<file path="src/rtl/text_write_ctrl.sv">
// Text-mode tile writer: turns a character stream into tile-memory writes with a
// cursor, and sweeps the screen with spaces on request. Macro CLEAR_ON_RESET_EN makes reset start a sweep.
module text_write_ctrl #(
    parameter int COLS   = 80,
    parameter int ROWS   = 60,
    parameter int ADDR_W = 13
) (
    input  logic              clk,
    input  logic              rst,
    input  logic              char_valid,
    input  logic [7:0]        char_data,
    output logic              char_ready,
    input  logic              clr_req,
    output logic              clr_busy,
    output logic              wr_en,
    output logic [ADDR_W-1:0] wr_addr,
    output logic [7:0]        wr_data,
    output logic [6:0]        cursor_x,
    output logic [5:0]        cursor_y
);

    localparam logic [ADDR_W-1:0] LAST_ADDR = ADDR_W'(COLS * ROWS - 1);
    localparam logic [6:0]        LAST_COL  = 7'(COLS - 1);
    localparam logic [5:0]        LAST_ROW  = 6'(ROWS - 1);
    localparam logic [7:0]        CH_BS     = 8'h08;
    localparam logic [7:0]        CH_LF     = 8'h0A;
    localparam logic [7:0]        CH_CR     = 8'h0D;
    localparam logic [7:0]        CH_SPACE  = 8'h20;

    typedef enum logic [0:0] {
        ST_IDLE  = 1'b0,
        ST_CLEAR = 1'b1
    } state_t;

`ifdef CLEAR_ON_RESET_EN
    localparam state_t RST_STATE = ST_CLEAR;
`else
    localparam state_t RST_STATE = ST_IDLE;
`endif

    state_t            state_r;
    state_t            state_s;
    logic [ADDR_W-1:0] sweep_cnt_r;
    logic [6:0]        cur_x_r;
    logic [6:0]        cur_x_s;
    logic [5:0]        cur_y_r;
    logic [5:0]        cur_y_s;
    logic              wr_en_r;
    logic [ADDR_W-1:0] wr_addr_r;
    logic [7:0]        wr_data_r;
    logic              xfer_s;
    logic              sweep_done_s;
    logic              is_print_s;
    logic [ADDR_W-1:0] char_addr_s;

    function automatic logic [5:0] next_row(input logic [5:0] row);
        return (row == LAST_ROW) ? 6'd0 : row + 6'd1;
    endfunction

    assign char_ready   = (state_r == ST_IDLE) && !clr_req;
    assign xfer_s       = char_valid && char_ready;
    assign sweep_done_s = (state_r == ST_CLEAR) && (sweep_cnt_r == LAST_ADDR);
    assign is_print_s   = !(char_data inside {CH_BS, CH_LF, CH_CR});
    assign char_addr_s  = ADDR_W'(cur_y_r) * ADDR_W'(COLS) + ADDR_W'(cur_x_r);

    assign clr_busy = (state_r == ST_CLEAR);
    assign wr_en    = wr_en_r;
    assign wr_addr  = wr_addr_r;
    assign wr_data  = wr_data_r;
    assign cursor_x = cur_x_r;
    assign cursor_y = cur_y_r;

    // State register
    always_ff @(posedge clk) begin
        if (rst) begin
            state_r <= RST_STATE;
        end else begin
            state_r <= state_s;
        end
    end

    // Next-state logic; clear requests inside a sweep are deliberately ignored
    always_comb begin
        state_s = state_r;
        case (state_r)
            ST_IDLE: begin
                if (clr_req) state_s = ST_CLEAR;
                else         state_s = ST_IDLE;
            end
            ST_CLEAR: begin
                if (sweep_done_s) state_s = ST_IDLE;
                else              state_s = ST_CLEAR;
            end
            default: state_s = ST_IDLE;
        endcase
    end

    // Cursor update: home at sweep end, otherwise driven by accepted characters
    always_comb begin
        cur_x_s = cur_x_r;
        cur_y_s = cur_y_r;
        if (sweep_done_s) begin
            cur_x_s = 7'd0;
            cur_y_s = 6'd0;
        end else if (xfer_s) begin
            case (char_data)
                CH_LF: begin
                    cur_x_s = 7'd0;
                    cur_y_s = next_row(cur_y_r);
                end
                CH_CR: cur_x_s = 7'd0;
                CH_BS: begin
                    if (cur_x_r != 7'd0) cur_x_s = cur_x_r - 7'd1;
                    else                 cur_x_s = cur_x_r;
                end
                default: begin
                    if (cur_x_r == LAST_COL) begin
                        cur_x_s = 7'd0;
                        cur_y_s = next_row(cur_y_r);
                    end else begin
                        cur_x_s = cur_x_r + 7'd1;
                    end
                end
            endcase
        end else begin
            cur_x_s = cur_x_r;
            cur_y_s = cur_y_r;
        end
    end

    // Write port, sweep counter and cursor registers
    always_ff @(posedge clk) begin
        if (rst) begin
            wr_en_r     <= 1'b0;
            wr_addr_r   <= '0;
            wr_data_r   <= 8'h00;
            sweep_cnt_r <= '0;
            cur_x_r     <= 7'd0;
            cur_y_r     <= 6'd0;
        end else begin
            cur_x_r <= cur_x_s;
            cur_y_r <= cur_y_s;
            if (state_r == ST_CLEAR) begin
                wr_en_r     <= 1'b1;
                wr_addr_r   <= sweep_cnt_r;
                wr_data_r   <= CH_SPACE;
                sweep_cnt_r <= sweep_done_s ? '0 : sweep_cnt_r + {{(ADDR_W-1){1'b0}}, 1'b1};
            end else if (xfer_s && is_print_s) begin
                wr_en_r   <= 1'b1;
                wr_addr_r <= char_addr_s;
                wr_data_r <= char_data;
            end else begin
                wr_en_r <= 1'b0;
            end
        end
    end

endmodule

</file>
<file path="config.mk">
export PLATFORM = sky130hd
export DESIGN_NAME = text_write_ctrl
export DESIGN_NICKNAME = d
export VERILOG_FILES = /design/src/rtl/text_write_ctrl.sv
export SDC_FILE = /design/constraint.sdc
export NUM_CORES = 1
export LEC_CHECK = 0
export CAP_MARGIN = 20
export CELL_PAD_IN_SITES_DETAIL_PLACEMENT = 0
export CELL_PAD_IN_SITES_GLOBAL_PLACEMENT = 2
export CORE_UTILIZATION = 31
export CTS_CLUSTER_SIZE = 12
export DETAILED_ROUTE_END_ITERATION = 12
export PLACE_DENSITY = 0.77
export SLEW_MARGIN = 30
export SYNTH_ARGS = -nofsm -noshare
export SYNTH_HDL_FRONTEND = slang
export SYNTH_SLANG_ARGS = --single-unit
</file>
<file path="constraint.sdc">
create_clock -name clk -period 2.3 [get_ports clk]
set_input_delay 0.345 -clock clk [delete_from_list [all_inputs] [get_ports clk]]
set_output_delay 0.345 -clock clk [all_outputs]
set_load 0.005 [all_outputs]
</file>
==> impl_metrics.yaml, run 1 <==
run_status:
  outcome: "complete, no violations"
synthesis:
  syn_area_per_cell_um2: 8.29
  async_flop_share: 0
  synth_area_leaders: "dfxtp_1 36%, ha_1 7.4%, nor2_1 6.3%"
  syn_nets: 355
  ys_ff_latch: 49
  synth_area_um2: 2690
  yosys.area.top_type_share: 0.364
  synth_cell_type_count: 57
  synth_commonest_cells: "49 x dfxtp_1, 45 x nor2_1, 36 x nand2_1, 32 x a21oi_1, 16 x ha_1"
  synth_largest_area_cell: "dfxtp_1"
  synth_edf_count: 0
  yosys.cell_count.top_type: "dfxtp_1"
  synthCells: 325
  yosysWarnings: 0
  synth-main-ff-cell: "dfxtp_1"
  synth_seq_area_share: 0.364
detailed_routing:
  drt-initial-drc-count: 78
  viasPerCell: 5.03
  drc: 0
  wl_mm: 7.22
  antenna_left: 0
  drt-pass1-iter-count: 4
  num_vias: 2554
  post_drt_wl_per_cell_um: 14.2
sta:
  rsz0062_at_grt: "false"
  hold_slack_ns: 0.351
  tns_ns: 0
  setup_viol: 0
  period_minus_slack_ns: 2.22
  worst_pin_slew_ns: 0.424
  timing.fmax_ghz: 0.450
  fin_skew_ns: 0.00667
  fin_crit_sh: 0.967
  hold_violations: 0
  drv_slew: 0
  relSlewSlack: 0.717
  layout_setup_ws_ns: 0.0764
pwr:
  peakVddDrop_mv: 0.220
  p_total_mw: 1.69
  p_leak_nw: 1.45
  p_per_area_nw_per_um2: 460
floorplanning:
  io_pins: 49
  fp.dieH_um: 95.2
  rows: 33
  fp.dieW_um: 95.2
  dieArea_um2: 9070
  coreArea_um2: 8300
  initial_utilization: 0.325
cells_and_area:
  final_cells: 508
  diodes: 0
  drive_gt1_frac: 0.144
  final_nets: 433
  final_area_um2: 3660
  fin_util: 0.441
  area_growth_pct: 36.0
  fill_cells: 833
placed_design:
  placed_area_um2: 3530
  dp_slack_ns: -0.298
  portBuffers: 48
  routabilityCongestion: 0.776
  place_inst: 501
  dp.final_hpwl_mm: 5.59
global_route:
  grt_pass1_wl_mm: 12.0
  grt_max_degree: 16
  grt_usage: 0.171
  grt_pass1_vias: 2399
  overflow: 0
  antenna_found_initial: 0
cts:
  cts_sinks: 49
  clk_pin_slew_worst_paths_ns: 0.09
  clock_latency_ns: 0.30
  h-tree-depth: 2
  cts.repair.resized: 0
  cts_hold_buf: 0
  cts_root_buf: "clkbuf_8"
  cts_buffers: 5
  cts_buffer_depth: 2
  cts_setup_buffers: 0
  tritoncts: "yes"
hold_path:
  worstHoldEndpoint: "wr_data[7]$_SDFFE_PP0P_"
  holdPathStages: 3
  hp-class: "primary input to register"
  hp-start: "char_data[7]"
critical_path:
  crit_path_start_kind: "primary input"
  r2r_setup_slack_ns: 0.14
  cp_data_required_time_ns: 2.54
  startpoint: "char_data[6]"
  cp-end-kind: "register"
  r2r_cells: 8
  r2r_end: "wr_addr[11]$_SDFFE_PP0P_"
  cp_max_fo: 3
  crit_type: "primary input to register"
  arrival_ns: 2.47
  rr_startpoint: "cursor_y[1]$_SDFFE_PP0P_"
job:
  maxCapViolations: 0
[layer usage]
layer,GRT usage,routed length (um),up-vias
met5,0,0,-
met4,0.0467,90,0
met3,0.0311,192,8
met2,0.258,3180,36
met1,0.246,3750,1202
li1,-,-,1308
[worst max-delay path by stage]
stage                     cells after the start                  endpoint
after floorplan                               8  wr_addr[11]$_SDFFE_PP0P_
after global placement                        7  cursor_y[4]$_SDFFE_PP0P_
after detailed placement                      7  cursor_y[4]$_SDFFE_PP0P_
after CTS                                     7  cursor_y[4]$_SDFFE_PP0P_
after global routing                          7  cursor_y[4]$_SDFFE_PP0P_
final                                         7  cursor_y[4]$_SDFFE_PP0P_
[flip-flops by register name (all words and copies together) (netlist names)]
signal and count:
wr_en 1, wr_data 8, cursor_y 6, wr_addr 13
cursor_x 7, sweep_cnt_r 13, clr_busy 1
[worst max-delay path, stage by stage]
cell             delay, ns
clkdlybuf4s50_1       0.45
or3_4                 0.39
or4b_4                0.50
o22ai_4               0.15
o2111ai_2             0.13
or3b_1                0.36
a21oi_1               0.14
[final cells by class]
class / instances / area, um2 / share of cell area
Clock buffer: 5 / 68.8 / 0.0188
Clock inverter: 2 / 35.0 / 0.00956
Inverter: 3 / 11.3 / 0.00307
Multi-Input combinational cell: 258 / 1670 / 0.455
Sequential cell: 49 / 981 / 0.268
Tap cell: 105 / 131 / 0.0359
Timing Repair Buffer: 86 / 768 / 0.210
[logic make-up after synthesis]
family	Yosys count	synth area share
simple gates	140	0.253
compound gates	75	0.183
flops	49	0.364
xor+xnor	22	0.0715
buf+inv	18	0.0269
fa+ha+maj	18	0.0892
mux	3	0.0116
[cells in the final DEF, fill, tap and decap left out, types with 3 or more instances in the layout]
| master | count |
|---|---|
| inv_1 | 3 |
| nand2b_1 | 4 |
| a211oi_1 | 4 |
| and2_1 | 5 |
| nor2b_1 | 3 |
| o211ai_1 | 3 |
| a22oi_1 | 7 |
| xnor2_1 | 7 |
| nor3_1 | 7 |
| o21ai_0 | 5 |
| a22o_1 | 3 |
| dfxtp_1 | 49 |
| ha_1 | 16 |
| clkbuf_8 | 5 |
| and3_1 | 6 |
| a21oi_1 | 32 |
| buf_4 | 38 |
| clkdlybuf4s50_1 | 47 |
| nand4_1 | 3 |
| nor2_1 | 44 |
| nand3_1 | 13 |
| nand2_1 | 36 |
| a21o_1 | 3 |
| xor2_1 | 15 |
[where the power goes]
part | internal (mW) | switching, mW
sequential | 0.862 | 0.0110
combinational | 0.0962 | 0.0956
clock | 0.317 | 0.304
Power figures use the tool's default switching activity.
==> inputs of run 2 (changes only) <==
MAX_ROUTING_LAYER = met4   (was unset)
==> impl_metrics.yaml, run 2 (synthesis gave the netlist of run 1 again) <==
run_status:
  outcome: "complete, no violations"
critical_path:
  startpoint: "char_data[6]"
  cp-end-kind: "register"
  cp_data_required_time_ns: 2.54
  crit_path_start_kind: "primary input"
  cpPeakStageDelay_ns: 0.50
  cp_max_fo: 3
  crit_buf_inv: 1
  r2r_cells: 8
  slowest_stage: "or4b_4"
  cp.depth: 7
  path_delay_family: "simple AND/OR/NAND/NOR gates"
  cp-endpoint: "cursor_y[4]$_SDFFE_PP0P_"
  worstPathCellList: "clkdlybuf4s50_1 > or3_4 > or4b_4 > o22ai_4 > o2111ai_2 > or3b_1 > a21oi_1"
  crit_type: "primary input to register"
  rr_startpoint: "cursor_y[1]$_SDFFE_PP0P_"
  arrival_ns: 2.46
  r2r_setup_slack_ns: 0.14
  r2r_end: "wr_addr[11]$_SDFFE_PP0P_"
pwr:
  p_leak_nw: 1.45
  peakVddDrop_mv: 0.221
  p_per_area_nw_per_um2: 460
detailed_routing:
  post_drt_wl_per_cell_um: 14.2
  viasPerCell: 5.04
  drc: 0
  wl_met2_mm: 3.19
  met3WireLength_um: 178
  antenna_left: 0
  drt-met1-wl_mm: 3.77
  drt-initial-drc-count: 87
  top_layer: "met4"
  wl_mm: 7.23
  drt-pass1-iter-count: 4
  num_vias: 2558
sta:
  setup_viol: 0
  hold_violations: 0
  worst_pin_slew_ns: 0.432
  drv_slew: 0
  rsz0062_at_grt: "false"
  period_minus_slack_ns: 2.21
  fin_skew_ns: 0.00690
  fin_crit_sh: 0.963
  relSlewSlack: 0.712
  tns_ns: 0
  timing.fmax_ghz: 0.452
placed_design:
  portBuffers: 48
  routabilityCongestion: 0.787
  dp.final_hpwl_mm: 5.59
floorplanning:
  dieArea_um2: 9070
  coreArea_um2: 8300
  fp.dieW_um: 95.2
  rows: 33
  initial_utilization: 0.325
  fp.dieH_um: 95.2
  io_pins: 49
global_route:
  grt_pass1_vias: 2406
  antenna_found_initial: 0
  grt_usage: 0.175
  grt_pass1_wl_mm: 12.0
  grt_max_degree: 16
  overflow: 0
cts:
  cts_hold_buf: 0
  tritoncts: "yes"
  clock_latency_ns: 0.31
  h-tree-depth: 2
  clk_pin_slew_worst_paths_ns: 0.09
  cts_buffers: 5
  cts_root_buf: "clkbuf_8"
  cts_sinks: 49
  cts_buffer_depth: 2
job:
  maxCapViolations: 0
cells_and_area:
  final_cell_mix: "49 x dfxtp_1, 47 x clkdlybuf4s50_1, 44 x nor2_1, 38 x buf_4, 36 x nand2_1"
  fin_util: 0.441
  diodes: 0
  drive_gt1_frac: 0.144
  layout_commonest_cell: "dfxtp_1"
  area_growth_pct: 36.0
  final_nets: 433
hold_path:
  hp-start: "char_data[7]"
  hp-class: "primary input to register"
## run 2: report_power, final
group	total [mW]	switching, mW	internal (mW)
combinational	0.192	0.0959	0.0962
sequential	0.873	0.0110	0.862
clock	0.621	0.304	0.317
total	1.69	0.411	1.27
## run 2: final cells by class
class | count | area, um2
Fill cell | 833 | 4640
Tap cell | 105 | 131
Inverter | 3 | 11.3
Clock buffer | 5 | 68.8
Timing Repair Buffer | 86 | 768
Sequential cell | 49 | 981
Clock inverter | 2 | 35.0
Multi-Input combinational cell | 258 | 1670
## run 2: worst min path at each step
stage                                    endpoint  cells past startpoint
after detailed placement  wr_data[4]$_SDFFE_PP0P_                      2
after floorplan           wr_addr[4]$_SDFFE_PP0P_                      2
after CTS                 wr_data[6]$_SDFFE_PP0P_                      2
after global routing      wr_data[7]$_SDFFE_PP0P_                      3
after global placement    wr_data[0]$_SDFFE_PP0P_                      2
final                     wr_data[7]$_SDFFE_PP0P_                      3
## run 2: per-stage QoR
stage / cells / cell area, um2 / setup slack [ns] / total power [mW] / hold WS (ns)
floorplan: 325 / 2690 / 0.153 / 0.978 / 0.453
global placement: 501 / 3530 / -0.267 / 1.08 / 0.446
detailed placement: 501 / 3530 / -0.298 / 1.08 / 0.450
CTS: 508 / 3630 / 0.00727 / 1.70 / 0.463
global route: 508 / 3660 / 0.0122 / 1.76 / 0.351
finish: 508 / 3660 / 0.0854 / 1.69 / 0.350
## run 2: worst register-to-register path: stages (launching register included)
cell     delay, ns
dfxtp_1       0.33
ha_1          0.29
ha_1          0.23
fa_2          0.56
nand2_1       0.07
nor2_2        0.14
and3b_1       0.19
xnor2_1       0.07
o31ai_1       0.19
## run 2: per-layer routing
metal | track usage | vias to the layer above
met5 | - | -
met4 | 0.0467 | 0
met3 | 0.0311 | 8
met2 | 0.259 | 32
met1 | 0.244 | 1210
li1 | - | 1308
## run 2: timing repair
item	4_1_cts	5_1_grt
hold endpoints to repair	0	0
setup endpoints to repair	0	4
setup buffers	0	0
gates resized for setup	0	7
